<file path="src/rtl/i2c_tgt_pkg.sv">
// Shared types and constants for the I2C target responder.
package i2c_tgt_pkg;

  typedef enum logic [3:0] {
    IDLE      = 4'd0,
    ADDR      = 4'd1,
    ADDR_ACK  = 4'd2,
    PTR       = 4'd3,
    PTR_ACK   = 4'd4,
    WR_DATA   = 4'd5,
    WR_ACK    = 4'd6,
    RD_DATA   = 4'd7,
    RD_ACK    = 4'd8,
    WAIT_STOP = 4'd9
  } tgt_state_e;

  localparam logic I2C_ACK  = 1'b0;
  localparam logic I2C_NACK = 1'b1;

endpackage

</file>
<file path="src/rtl/i2c_target_rsp_if.sv">
// Bus-side pins of the I2C target: pad levels in, open-drain drives and IRQ out.
interface i2c_target_rsp_if;
  logic scl_i;
  logic sda_i;
  logic scl_o;
  logic sda_o;
  logic IRQ;

  modport slave  (input scl_i, sda_i, output scl_o, sda_o, IRQ);
  modport master (output scl_i, sda_i, input scl_o, sda_o, IRQ);
endinterface

</file>
<file path="src/rtl/i2c_tgt_sync.sv">
// Pad synchronizers, registered SCL edge detection and START/STOP detection.
module i2c_tgt_sync (
  input  logic clk_i,
  input  logic rst_i,
  input  logic scl_i,
  input  logic sda_i,
  output logic scl_rise,
  output logic scl_fall,
  output logic start_det,
  output logic stop_det,
  output logic sda_s
);
  logic scl_meta_q, scl_sync_q, scl_prev_q;
  logic sda_meta_q, sda_sync_q, sda_prev_q;
  logic scl_rise_q, scl_fall_q, start_q, stop_q, sda_s_q;
  logic scl_edge_s, sda_rise_s, sda_fall_s;

  assign scl_edge_s = scl_sync_q ^ scl_prev_q;
  assign sda_rise_s = sda_sync_q & ~sda_prev_q;
  assign sda_fall_s = ~sda_sync_q & sda_prev_q;

  // Two-flop synchronizers plus one cycle of history; reset to the idle bus level
  always_ff @(posedge clk_i or posedge rst_i) begin
    if (rst_i) begin
      scl_meta_q <= 1'b1;
      scl_sync_q <= 1'b1;
      scl_prev_q <= 1'b1;
      sda_meta_q <= 1'b1;
      sda_sync_q <= 1'b1;
      sda_prev_q <= 1'b1;
    end else begin
      scl_meta_q <= scl_i;
      scl_sync_q <= scl_meta_q;
      scl_prev_q <= scl_sync_q;
      sda_meta_q <= sda_i;
      sda_sync_q <= sda_meta_q;
      sda_prev_q <= sda_sync_q;
    end
  end

  // Registered event pulses; an SCL edge in the same cycle suppresses START/STOP
  always_ff @(posedge clk_i or posedge rst_i) begin
    if (rst_i) begin
      scl_rise_q <= 1'b0;
      scl_fall_q <= 1'b0;
      start_q    <= 1'b0;
      stop_q     <= 1'b0;
      sda_s_q    <= 1'b1;
    end else begin
      scl_rise_q <= scl_sync_q & ~scl_prev_q;
      scl_fall_q <= ~scl_sync_q & scl_prev_q;
      start_q    <= sda_fall_s & scl_sync_q & ~scl_edge_s;
      stop_q     <= sda_rise_s & scl_sync_q & ~scl_edge_s;
      sda_s_q    <= sda_sync_q;
    end
  end

  assign scl_rise  = scl_rise_q;
  assign scl_fall  = scl_fall_q;
  assign start_det = start_q;
  assign stop_det  = stop_q;
  assign sda_s     = sda_s_q;
endmodule

</file>
<file path="src/rtl/i2c_target_rsp.sv">
// I2C target responder: address match, pointer load, auto-incrementing byte memory.
module i2c_target_rsp
  import i2c_tgt_pkg::*;
#(
  parameter logic [6:0]  TGT_ADDR  = 7'h50,
  parameter int unsigned MEM_DEPTH = 16
) (
  input  logic            i2c_core_clk,
  input  logic            i2c_rst,
  i2c_target_rsp_if.slave bus
);
  localparam int unsigned PTR_W = (MEM_DEPTH > 1) ? $clog2(MEM_DEPTH) : 1;

  logic             scl_rise_s, scl_fall_s, start_det_s, stop_det_s, sda_s;
  tgt_state_e       state_q, state_d;
  logic [7:0]       shift_q, shift_d;
  logic [2:0]       bit_cnt_q, bit_cnt_d;
  logic [PTR_W-1:0] ptr_q, ptr_d;
  logic [7:0]       mem_q [MEM_DEPTH];
  logic             sda_q, sda_d;
  logic             irq_q, irq_d;
  logic             dirty_q, dirty_d;
  logic             rw_q, rw_d;
  logic             acked_q, acked_d;
  logic             mem_we_s;
  logic [7:0]       byte_s;
  logic [7:0]       rd_byte_s;
  logic [PTR_W-1:0] ptr_inc_s;

  i2c_tgt_sync u_sync (
    .clk_i     (i2c_core_clk),
    .rst_i     (i2c_rst),
    .scl_i     (bus.scl_i),
    .sda_i     (bus.sda_i),
    .scl_rise  (scl_rise_s),
    .scl_fall  (scl_fall_s),
    .start_det (start_det_s),
    .stop_det  (stop_det_s),
    .sda_s     (sda_s)
  );

  // byte_s is the full byte as it stands once the current rise is shifted in
  assign byte_s    = {shift_q[6:0], sda_s};
  assign rd_byte_s = mem_q[ptr_q];
  assign ptr_inc_s = ptr_q + PTR_W'(1);

  // Next-state and datapath decode; STOP beats START beats bit-level activity
  always_comb begin
    state_d   = state_q;
    shift_d   = shift_q;
    bit_cnt_d = bit_cnt_q;
    ptr_d     = ptr_q;
    sda_d     = sda_q;
    rw_d      = rw_q;
    acked_d   = acked_q;
    dirty_d   = dirty_q;
    irq_d     = 1'b0;
    mem_we_s  = 1'b0;
    if (stop_det_s) begin
      state_d   = IDLE;
      sda_d     = I2C_NACK;
      irq_d     = dirty_q;
      dirty_d   = 1'b0;
      bit_cnt_d = 3'd0;
      acked_d   = 1'b0;
    end else if (start_det_s) begin
      state_d   = ADDR;
      sda_d     = I2C_NACK;
      dirty_d   = 1'b0;
      bit_cnt_d = 3'd0;
      acked_d   = 1'b0;
    end else begin
      case (state_q)
        IDLE, WAIT_STOP: begin
          sda_d = I2C_NACK;
        end
        ADDR, PTR, WR_DATA: begin
          if (scl_rise_s) begin
            shift_d   = byte_s;
            bit_cnt_d = bit_cnt_q + 3'd1;
            if (bit_cnt_q == 3'd7) begin
              if (state_q == ADDR) begin
                if (byte_s[7:1] == TGT_ADDR) begin
                  rw_d    = byte_s[0];
                  state_d = ADDR_ACK;
                end else begin
                  state_d = IDLE;
                end
              end else if (state_q == PTR) begin
                ptr_d   = byte_s[PTR_W-1:0];
                state_d = PTR_ACK;
              end else begin
                mem_we_s = 1'b1;
                ptr_d    = ptr_inc_s;
                dirty_d  = 1'b1;
                state_d  = WR_ACK;
              end
            end else begin
              state_d = state_q;
            end
          end else begin
            shift_d = shift_q;
          end
        end
        // First fall after the 8th bit opens the ACK, the next fall closes it
        ADDR_ACK: begin
          if (scl_fall_s) begin
            if (sda_q == I2C_NACK) begin
              sda_d = I2C_ACK;
            end else if (rw_q) begin
              shift_d   = rd_byte_s;
              sda_d     = rd_byte_s[7];
              bit_cnt_d = 3'd0;
              state_d   = RD_DATA;
            end else begin
              sda_d     = I2C_NACK;
              bit_cnt_d = 3'd0;
              state_d   = PTR;
            end
          end else begin
            sda_d = sda_q;
          end
        end
        PTR_ACK, WR_ACK: begin
          if (scl_fall_s) begin
            if (sda_q == I2C_NACK) begin
              sda_d = I2C_ACK;
            end else begin
              sda_d     = I2C_NACK;
              bit_cnt_d = 3'd0;
              state_d   = WR_DATA;
            end
          end else begin
            sda_d = sda_q;
          end
        end
        // Bit 7 is already on the bus at entry; each fall presents the next bit
        RD_DATA: begin
          if (scl_rise_s) begin
            bit_cnt_d = bit_cnt_q + 3'd1;
          end else if (scl_fall_s) begin
            if (bit_cnt_q == 3'd0) begin
              sda_d   = I2C_NACK;
              state_d = RD_ACK;
            end else begin
              sda_d = shift_q[3'd7 - bit_cnt_q];
            end
          end else begin
            sda_d = sda_q;
          end
        end
        RD_ACK: begin
          if (scl_rise_s) begin
            if (sda_s == I2C_ACK) begin
              ptr_d   = ptr_inc_s;
              acked_d = 1'b1;
            end else begin
              state_d = WAIT_STOP;
            end
          end else if (scl_fall_s && acked_q) begin
            shift_d   = rd_byte_s;
            sda_d     = rd_byte_s[7];
            bit_cnt_d = 3'd0;
            acked_d   = 1'b0;
            state_d   = RD_DATA;
          end else begin
            sda_d = I2C_NACK;
          end
        end
        default: begin
          state_d = IDLE;
          sda_d   = I2C_NACK;
        end
      endcase
    end
  end

  // State, datapath and output registers; reset releases SDA immediately
  always_ff @(posedge i2c_core_clk or posedge i2c_rst) begin
    if (i2c_rst) begin
      state_q   <= IDLE;
      shift_q   <= 8'h00;
      bit_cnt_q <= 3'd0;
      ptr_q     <= '0;
      sda_q     <= I2C_NACK;
      irq_q     <= 1'b0;
      dirty_q   <= 1'b0;
      rw_q      <= 1'b0;
      acked_q   <= 1'b0;
    end else begin
      state_q   <= state_d;
      shift_q   <= shift_d;
      bit_cnt_q <= bit_cnt_d;
      ptr_q     <= ptr_d;
      sda_q     <= sda_d;
      irq_q     <= irq_d;
      dirty_q   <= dirty_d;
      rw_q      <= rw_d;
      acked_q   <= acked_d;
    end
  end

  // Register memory: cleared on reset, written on the rise sampling the 8th data bit
  always_ff @(posedge i2c_core_clk or posedge i2c_rst) begin
    if (i2c_rst) begin
      for (int i = 0; i < MEM_DEPTH; i++) begin
        mem_q[i] <= 8'h00;
      end
    end else if (mem_we_s) begin
      mem_q[ptr_q] <= byte_s;
    end
  end

  assign bus.scl_o = 1'b1;
  assign bus.sda_o = sda_q;
  assign bus.IRQ   = irq_q;
endmodule

</file>
<file path="src/flat_wrapper.sv">
// flat-port wrapper written by rule: the top's interface ports become plain ports
module i2c_target_rsp_flat import i2c_tgt_pkg::*;
#(
  parameter logic [6:0]  TGT_ADDR  = 7'h50,
  parameter int unsigned MEM_DEPTH = 16
)
  (i2c_core_clk, i2c_rst, bus_scl_i, bus_sda_i, bus_scl_o, bus_sda_o, bus_IRQ);
  i2c_target_rsp_if bus_i ();
  input  logic i2c_core_clk;
  input  logic i2c_rst;
  input wire logic [$bits(bus_i.scl_i)-1:0] bus_scl_i;
  input wire logic [$bits(bus_i.sda_i)-1:0] bus_sda_i;
  output wire logic [$bits(bus_i.scl_o)-1:0] bus_scl_o;
  output wire logic [$bits(bus_i.sda_o)-1:0] bus_sda_o;
  output wire logic [$bits(bus_i.IRQ)-1:0] bus_IRQ;
  assign bus_i.scl_i = bus_scl_i;
  assign bus_i.sda_i = bus_sda_i;
  assign bus_scl_o = bus_i.scl_o;
  assign bus_sda_o = bus_i.sda_o;
  assign bus_IRQ = bus_i.IRQ;
  i2c_target_rsp #(.TGT_ADDR(TGT_ADDR), .MEM_DEPTH(MEM_DEPTH)) u_core (.i2c_core_clk(i2c_core_clk), .i2c_rst(i2c_rst), .bus(bus_i));
endmodule
</file>
<file path="config.mk">
export PLATFORM = sky130hd
export DESIGN_NAME = i2c_target_rsp_flat
export DESIGN_NICKNAME = d
export VERILOG_FILES = /design/src/rtl/i2c_tgt_pkg.sv /design/src/rtl/i2c_target_rsp_if.sv /design/src/rtl/i2c_tgt_sync.sv /design/src/rtl/i2c_target_rsp.sv /design/src/flat_wrapper.sv
export SDC_FILE = /design/constraint.sdc
export NUM_CORES = 1
export LEC_CHECK = 0
export BUFFER_PORTS_ARGS = -buffer_cell sky130_fd_sc_hd__buf_4
export CAP_MARGIN = 20
export CORE_MARGIN = 2
export CORE_UTILIZATION = 28
export CTS_BUF_LIST = sky130_fd_sc_hd__clkbuf_4 sky130_fd_sc_hd__clkbuf_8 sky130_fd_sc_hd__clkbuf_16
export DETAILED_ROUTE_END_ITERATION = 8
export SYNTH_ARGS = -nofsm -noshare
export SYNTH_HDL_FRONTEND = slang
export SYNTH_SLANG_ARGS = --single-unit
export TNS_END_PERCENT = 30
</file>
<file path="constraint.sdc">
create_clock -name i2c_core_clk -period 6.1 [get_ports i2c_core_clk]
set_clock_uncertainty 0.2 [all_clocks]
set_input_delay 0.61 -clock i2c_core_clk [delete_from_list [all_inputs] [get_ports i2c_core_clk]]
set_output_delay 0.61 -clock i2c_core_clk [all_outputs]
set_load 0.01 [all_outputs]
</file>
Word-level counts from Yosys, hierarchy flattened
Index checks and enable logic that the tools add are counted.

Flip-flop bits (word level): 162. Bits in latches: 0. RAM bits: 0. Bits in read-only memories: 0. Bits of input ports: 4. Output and inout port bits: 3. Logic and storage cells: 208. Memories: 0.

Add/subtract/negate cells: 3. Multipliers: 0. Divide/modulo/power cells: 0. $lt $le $gt $ge: 3. Equal/unequal tests: 42. Shift-type cells: 0. Muxes and demuxes: 83. Bitwise operators: 17. Reductions and logical operators: 25.

Operator list (number): $bwmux 128 (1); $mux 4 (21); $mux 8 (9); $ne 4x4->1 const B (10); $mux 1 (34); $bmux 8 s4 (1); $demux 8 s4 (1); $mux 3 (8); $pmux 4 s6 (1); $pmux 8 s3 (1); $eq 4x3->1 const B (4); $reduce_bool 3->1 (5); $ne 2x2->1 const B (7); $ne 3x3->1 const B (4); $ne 4x3->1 const B (3); $reduce_and 12->1 (1); $reduce_and 6->1 (2); $pmux 3 s3 (1); $reduce_and 9->1 (1); $and 1x1->1 (8); $eq 4x2->1 const B (2); $eq 4x4->1 const B (2); $ne 4x1->1 const B (2); $pmux 4 s2 (1); other kinds (31) (43).

Logic depth before layout (Yosys ltp)
Depth in word-level cells: 10. Depth in mapped cells: 7. Gate-level depth less buffers: 7.

Modules after synthesis
A second synthesis with hierarchy kept.

Cell total of the unflattened synthesis: 599. Area total of the unflattened synthesis: 8001.4 µm².

By module, submodules not included: i2c_target_rsp (times used 1, cells each 582, area an instance 7687.4 µm², sequential area each 3804.9 µm²); i2c_tgt_sync (times used 1, cells each 17, area an instance 314.1 µm², sequential area each 257.7 µm²).

Least setup slack after synthesis
OpenSTA, ideal clock, no wires.

Path kind: register to register. Start: register u_core.ptr_q[0]. End: register u_core.shift_q[1]. Library setup time: 0.126 ns. Arrival: 1.987 ns. Required time: 5.774 ns. Path slack: 3.787 ns. Cell stages (with the launch flop): 7. Buffers on the path: 2. Clock period less this slack: 2.313 ns. Path through: dfrtp_1 buf_4 buf_2 mux4_2 mux4_2 mux2i_1 a21oi_1.

Word-level cells in the longest chain between the ends: 8. Elaborated cells between the ends (all ways): 10. Classes of those cells: mux (9); bitwise (1).

Ends and longest elaborated chain: from (decl) (line i2c_target_rsp.sv:18) `logic [PTR_W-1:0] ptr_q, ptr_d;`; from (signal assigned) (line i2c_target_rsp.sv:194) `ptr_q <= ptr_d;`; $not 4->5 (not written as such) * (line i2c_target_rsp.sv:44) `assign rd_byte_s = mem_q[ptr_q];`; $bmux 8 s4 * (line i2c_target_rsp.sv:44); $mux 8 (not written as such) * (2 in series) (line i2c_target_rsp.sv:44); $mux 8 (line i2c_target_rsp.sv:110) `end else if (rw_q) begin`; $mux 8 (line i2c_target_rsp.sv:108) `if (sda_q == I2C_NACK) begin`; $mux 8 (line i2c_target_rsp.sv:107) `if (scl_fall_s) begin`; $pmux 8 s3 * (line i2c_target_rsp.sv:73) `case (state_q)`; to (signal assigned) (line i2c_target_rsp.sv:192) `shift_q <= shift_d;`; to (decl) (line i2c_target_rsp.sv:16) `logic [7:0] shift_q, shift_d;`.

Mark *: on every way between the ends. The rest lies on a longest branch, timed or not. The select of a mux whose other input is x is not followed. A chain may end at the register's enable or synchronous reset.

Worst setup path after layout
Start: register u_core.state_q[0]. End: register u_core.mem_q[20] in the netlist's numbering.

Word-level cells in the longest chain between the ends: 8. Elaborated cells between the ends (all ways): 11. Classes of those cells: eq/ne (3); mux (7); reduce/logical (1).

Ends and longest elaborated chain: from (decl) (line i2c_target_rsp.sv:15) `tgt_state_e state_q, state_d;`; from (signal assigned) (line i2c_target_rsp.sv:191) `state_q <= state_d;`; $eq 4x2->1 (line i2c_target_rsp.sv:73, i2c_target_rsp.sv:89); $mux 1 (line i2c_target_rsp.sv:89) `end else if (state_q == PTR) begin`; $mux 1 (line i2c_target_rsp.sv:82) `if (state_q == ADDR) begin`; $mux 1 (line i2c_target_rsp.sv:81) `if (bit_cnt_q == 3'd7) begin`; $mux 1 (line i2c_target_rsp.sv:78) `if (scl_rise_s) begin`; $mux 1 * (line i2c_target_rsp.sv:73); $mux 1 * (line i2c_target_rsp.sv:66) `end else if (start_det_s) begin`; $mux 1 * (line i2c_target_rsp.sv:59) `if (stop_det_s) begin`; to (signal, indexed assignment) (line i2c_target_rsp.sv:210) `mem_q[ptr_q] <= byte_s;`; to (decl) (line i2c_target_rsp.sv:19) `logic [7:0] mem_q [MEM_DEPTH];`.

Mark *: on every way between the ends. The rest lies on a longest branch, timed or not.

==> flow_summary_export.csv <==
group,metric,value,unit
placement,dpl.hpwl,11260,um
grt,grt_pass1_vias,4855,
logic_synthesis,synth.top_cell.area_share,48.64,%
power,seqPwrFrac,46.5,%
logic_synthesis,synth_edf_count,0,
logic_synthesis,yosys_warnings,0,
cts,clkTransAtPathRegs,0.06,ns
grt,overflow,0,
logic_synthesis,synth_area_per_cell,13.70,sq um
cts,clockBufferDepth,2,
cts,htreeDepth,4,
logic_synthesis,synthCells,582,
floorplan,die_y,172.8,um
worst_setup_path,cp.required,6.21,ns
floorplan,die_x,172.8,um
job,maxCapViolCount,0,
logic_synthesis,synth_common_cells,"dfrtp_1, mux2_2, mux4_2, clkbuf_1, nor2_1",
min_path,min_path_type,"input port to async pin",
worst_setup_path,cp.arrival,3.13,ns
grt,grt_max_degree,69,
timing,setup_tns,0,ns
placement,gp_congestion,0.8407,
floorplan,pin_count,7,
timing,slew_headroom,42.03,%
timing,rsz0062_at_grt,"no",
cts,clock_latency,0.42,ns
worst_setup_path,worstSetupPathType,"flip-flop to flip-flop",
power,p_per_area,318.5,nW/um^2
worst_setup_path,r2r_setup_slack,3.08,ns
cells_and_area,ff_latch_area,4064,sq um
cts,cts_tree,"yes",
power,clock_power_share,37.3,%
timing,fmax,330.9,MHz
drt,drt_iter0_drc,378,
worst_setup_path,cp_max_fo,23,
cells_and_area,nFillCells,2784,
floorplan,rows,61,
drt,via_per_inst,4.954,
power,switching_power,0.9026,mW
cells_and_area,multi_input_area,3687,sq um
grt,grt_pass1_wl,28640,um
timing,period_share,49.54,%
cts,numCtsBuffers,17,
worst_setup_path,end_kind,"flip-flop",
floorplan,initial_utilization,28.55,%
grt,grtUsageTotal,12.37,%
placement,dp.cells,928,
timing,fin_crit,3.022,ns
logic_synthesis,async_reset_ff_share,100.0,%
drt,wirelength,17820,um
power,power.internal,1.943,mW
placement,port_buffers,5,
drt,drc,0,
cells_and_area,areaGrowthSynthToFinish,12.05,%
power,leakage,3.962,nW
timing,report.final.slew_viol_count,0,
power,total_power,2.846,mW
power,ir_drop,0.2276,mV
timing,holdWs,0.07529,ns
power,p_sw_share,31.72,%
cells_and_area,layout-drive-gt1-share,42.00,%
power,comb_power_share,16.2,%
worst_setup_path,cp-start-kind,"flip-flop",
cts,ctsResizeCount,0,
cts,post_cts_buffers,0,
drt,first_pass_iters,5,
logic_synthesis,synthesis.area,7974,sq um
worst_setup_path,path_cells,"nand2b_1, nor3_2, nand2_1, nor2_2, mux2_2",
cells_and_area,n_antenna_cell,0,
logic_synthesis,yosysUniqueCellTypes,57,
status,outcome,"finished clean",
logic_synthesis,synth_nets,595,
cells_and_area,stdcell_count,959,
drt,wl_per_cell,18.58,um
floorplan,dieArea,29840,sq um
timing,setup_viol,0,
timing,worst_slew_pin_slew,0.8629,ns
cts,cts-root-buf,"clkbuf_16",
cells_and_area,nNetsFinal,582,
timing,finalHoldViolations,0,
worst_setup_path,cp_slowest_cell,"dfrtp_1",
grt,grt_antenna_before_repair,0,
worst_setup_path,critPathMaxStageDelay,0.79,ns
logic_synthesis,yosysSeqAreaShare,50.95,%
logic_synthesis,postSynthRegisterBits,162,
cts,ctsHoldBuffers,0,
logic_synthesis,synth.area.top_cells,"dfrtp_1, mux2_2, mux4_2",
floorplan,core-area,27930,sq um
cells_and_area,fin_util,31.99,%
logic_synthesis,synth_top_area_cell,"dfrtp_1",
logic_synthesis,synth.most_common_cell,"dfrtp_1",
drt,drt.antenna.violating_nets,0,
drt,num_vias,4751,
logic_synthesis,ys.flop_type,"dfrtp_1",
cts,numClockSinks,162,
critical path, delay by kind of cell (launching register included):
family        cells  cell delay [ns]
simple gates      4             1.50
flops             1             0.79
mux               1             0.40
cells in the final DEF (no fill, tap or decap), drive strengths merged, types with 3 or more instances in the layout:
cell type,instances
dfrtp,155
mux2,129
mux4,40
nor2,37
nand2,22
a21oi,21
clkbuf,20
mux2i,19
inv,12
buf,11
nor3,11
ha,9
o21ai,8
dfstp,7
nand2b,6
nor2b,6
clkinvlp,6
nand3,4
o22ai,4
a31oi,4
or2,3
and2,3
nor3b,3
power by group through the flow:
stage | clock, mW | combinational [mW] | sequential [mW]
2_1_floorplan | 0 | 0.497 | 1.17
3_3_place_gp | 0 | 0.458 | 1.34
3_5_place_dp | 0 | 0.460 | 1.34
4_1_cts | 1.09 | 0.463 | 1.32
5_1_grt | 1.13 | 0.502 | 1.34
6_report | 1.06 | 0.460 | 1.32
through the flow:
step	worst slack (ns)	area (sq um)
after floorplan	0.9250	7974
after global placement	3.135	8349
after detailed placement	3.158	8349
after CTS	3.149	8935
after global routing	2.984	8935
final	3.078	8935
registers in the layout, indices dropped and copies added (netlist names), 3 cells and up:
name / cells
u_core.shift_q: 8
u_core.ptr_q: 4
u_core.bit_cnt_q: 3
u_core.state_q: 4
u_core.mem_q: 128
kinds of logic (layout without fill, tap and decap cells):
kind of cell    after synthesis  after routing  share of synthesized area, %
simple gates                107            107                         7.736
buf+inv                      53             52                         2.809
other cells                   1              1                       0.04703
compound gates               60             60                         4.927
xor+xnor                      2              2                        0.2197
flops                       162            162                         50.95
mux                         188            188                         31.90
fa+ha+maj                     9              9                         1.412
path summary, 6_finish.rpt:
| check | from | to | cells past startpoint |
|---|---|---|---|
| max | u_core.state_q[0]$_DFFE_PP0P_ | u_core.mem_q[20]$_DFFE_PP0P_ | 5 |
| min | i2c_rst | u_core.mem_q[82]$_DFFE_PP0P_ | 2 |
| max reg2reg | u_core.state_q[0]$_DFFE_PP0P_ | u_core.mem_q[20]$_DFFE_PP0P_ | 5 |
| min reg2reg | u_core.u_sync.scl_meta_q$_DFF_PP1_ | u_core.u_sync.scl_sync_q$_DFF_PP1_ | 0 |
| max in group asynchronous | i2c_rst | u_core.mem_q[117]$_DFFE_PP0P_ | 3 |
| min in group i2c_core_clk | bus_scl_i | u_core.u_sync.scl_meta_q$_DFF_PP1_ | 1 |
area by class of cell:
type | count | area share [%]
well taps | 378 | 5.293
clock inverters | 11 | 1.470
clock buffers | 20 | 5.083
repair buffers | 11 | 0.9242
flip-flops and latches | 162 | 45.48
inverters | 10 | 0.4761
multi-input cells | 367 | 41.27
metal layers:
layer  routed length (um)  GRT usage (%)  vias to the layer above
met2                 8644          19.65                       96
met5                    0              0                        -
met3                  614          2.836                       14
met4                  251          3.743                        0
li1                     -              -                     2108
met1                 8308          16.89                     2533
(Power assumes the default switching activity.)
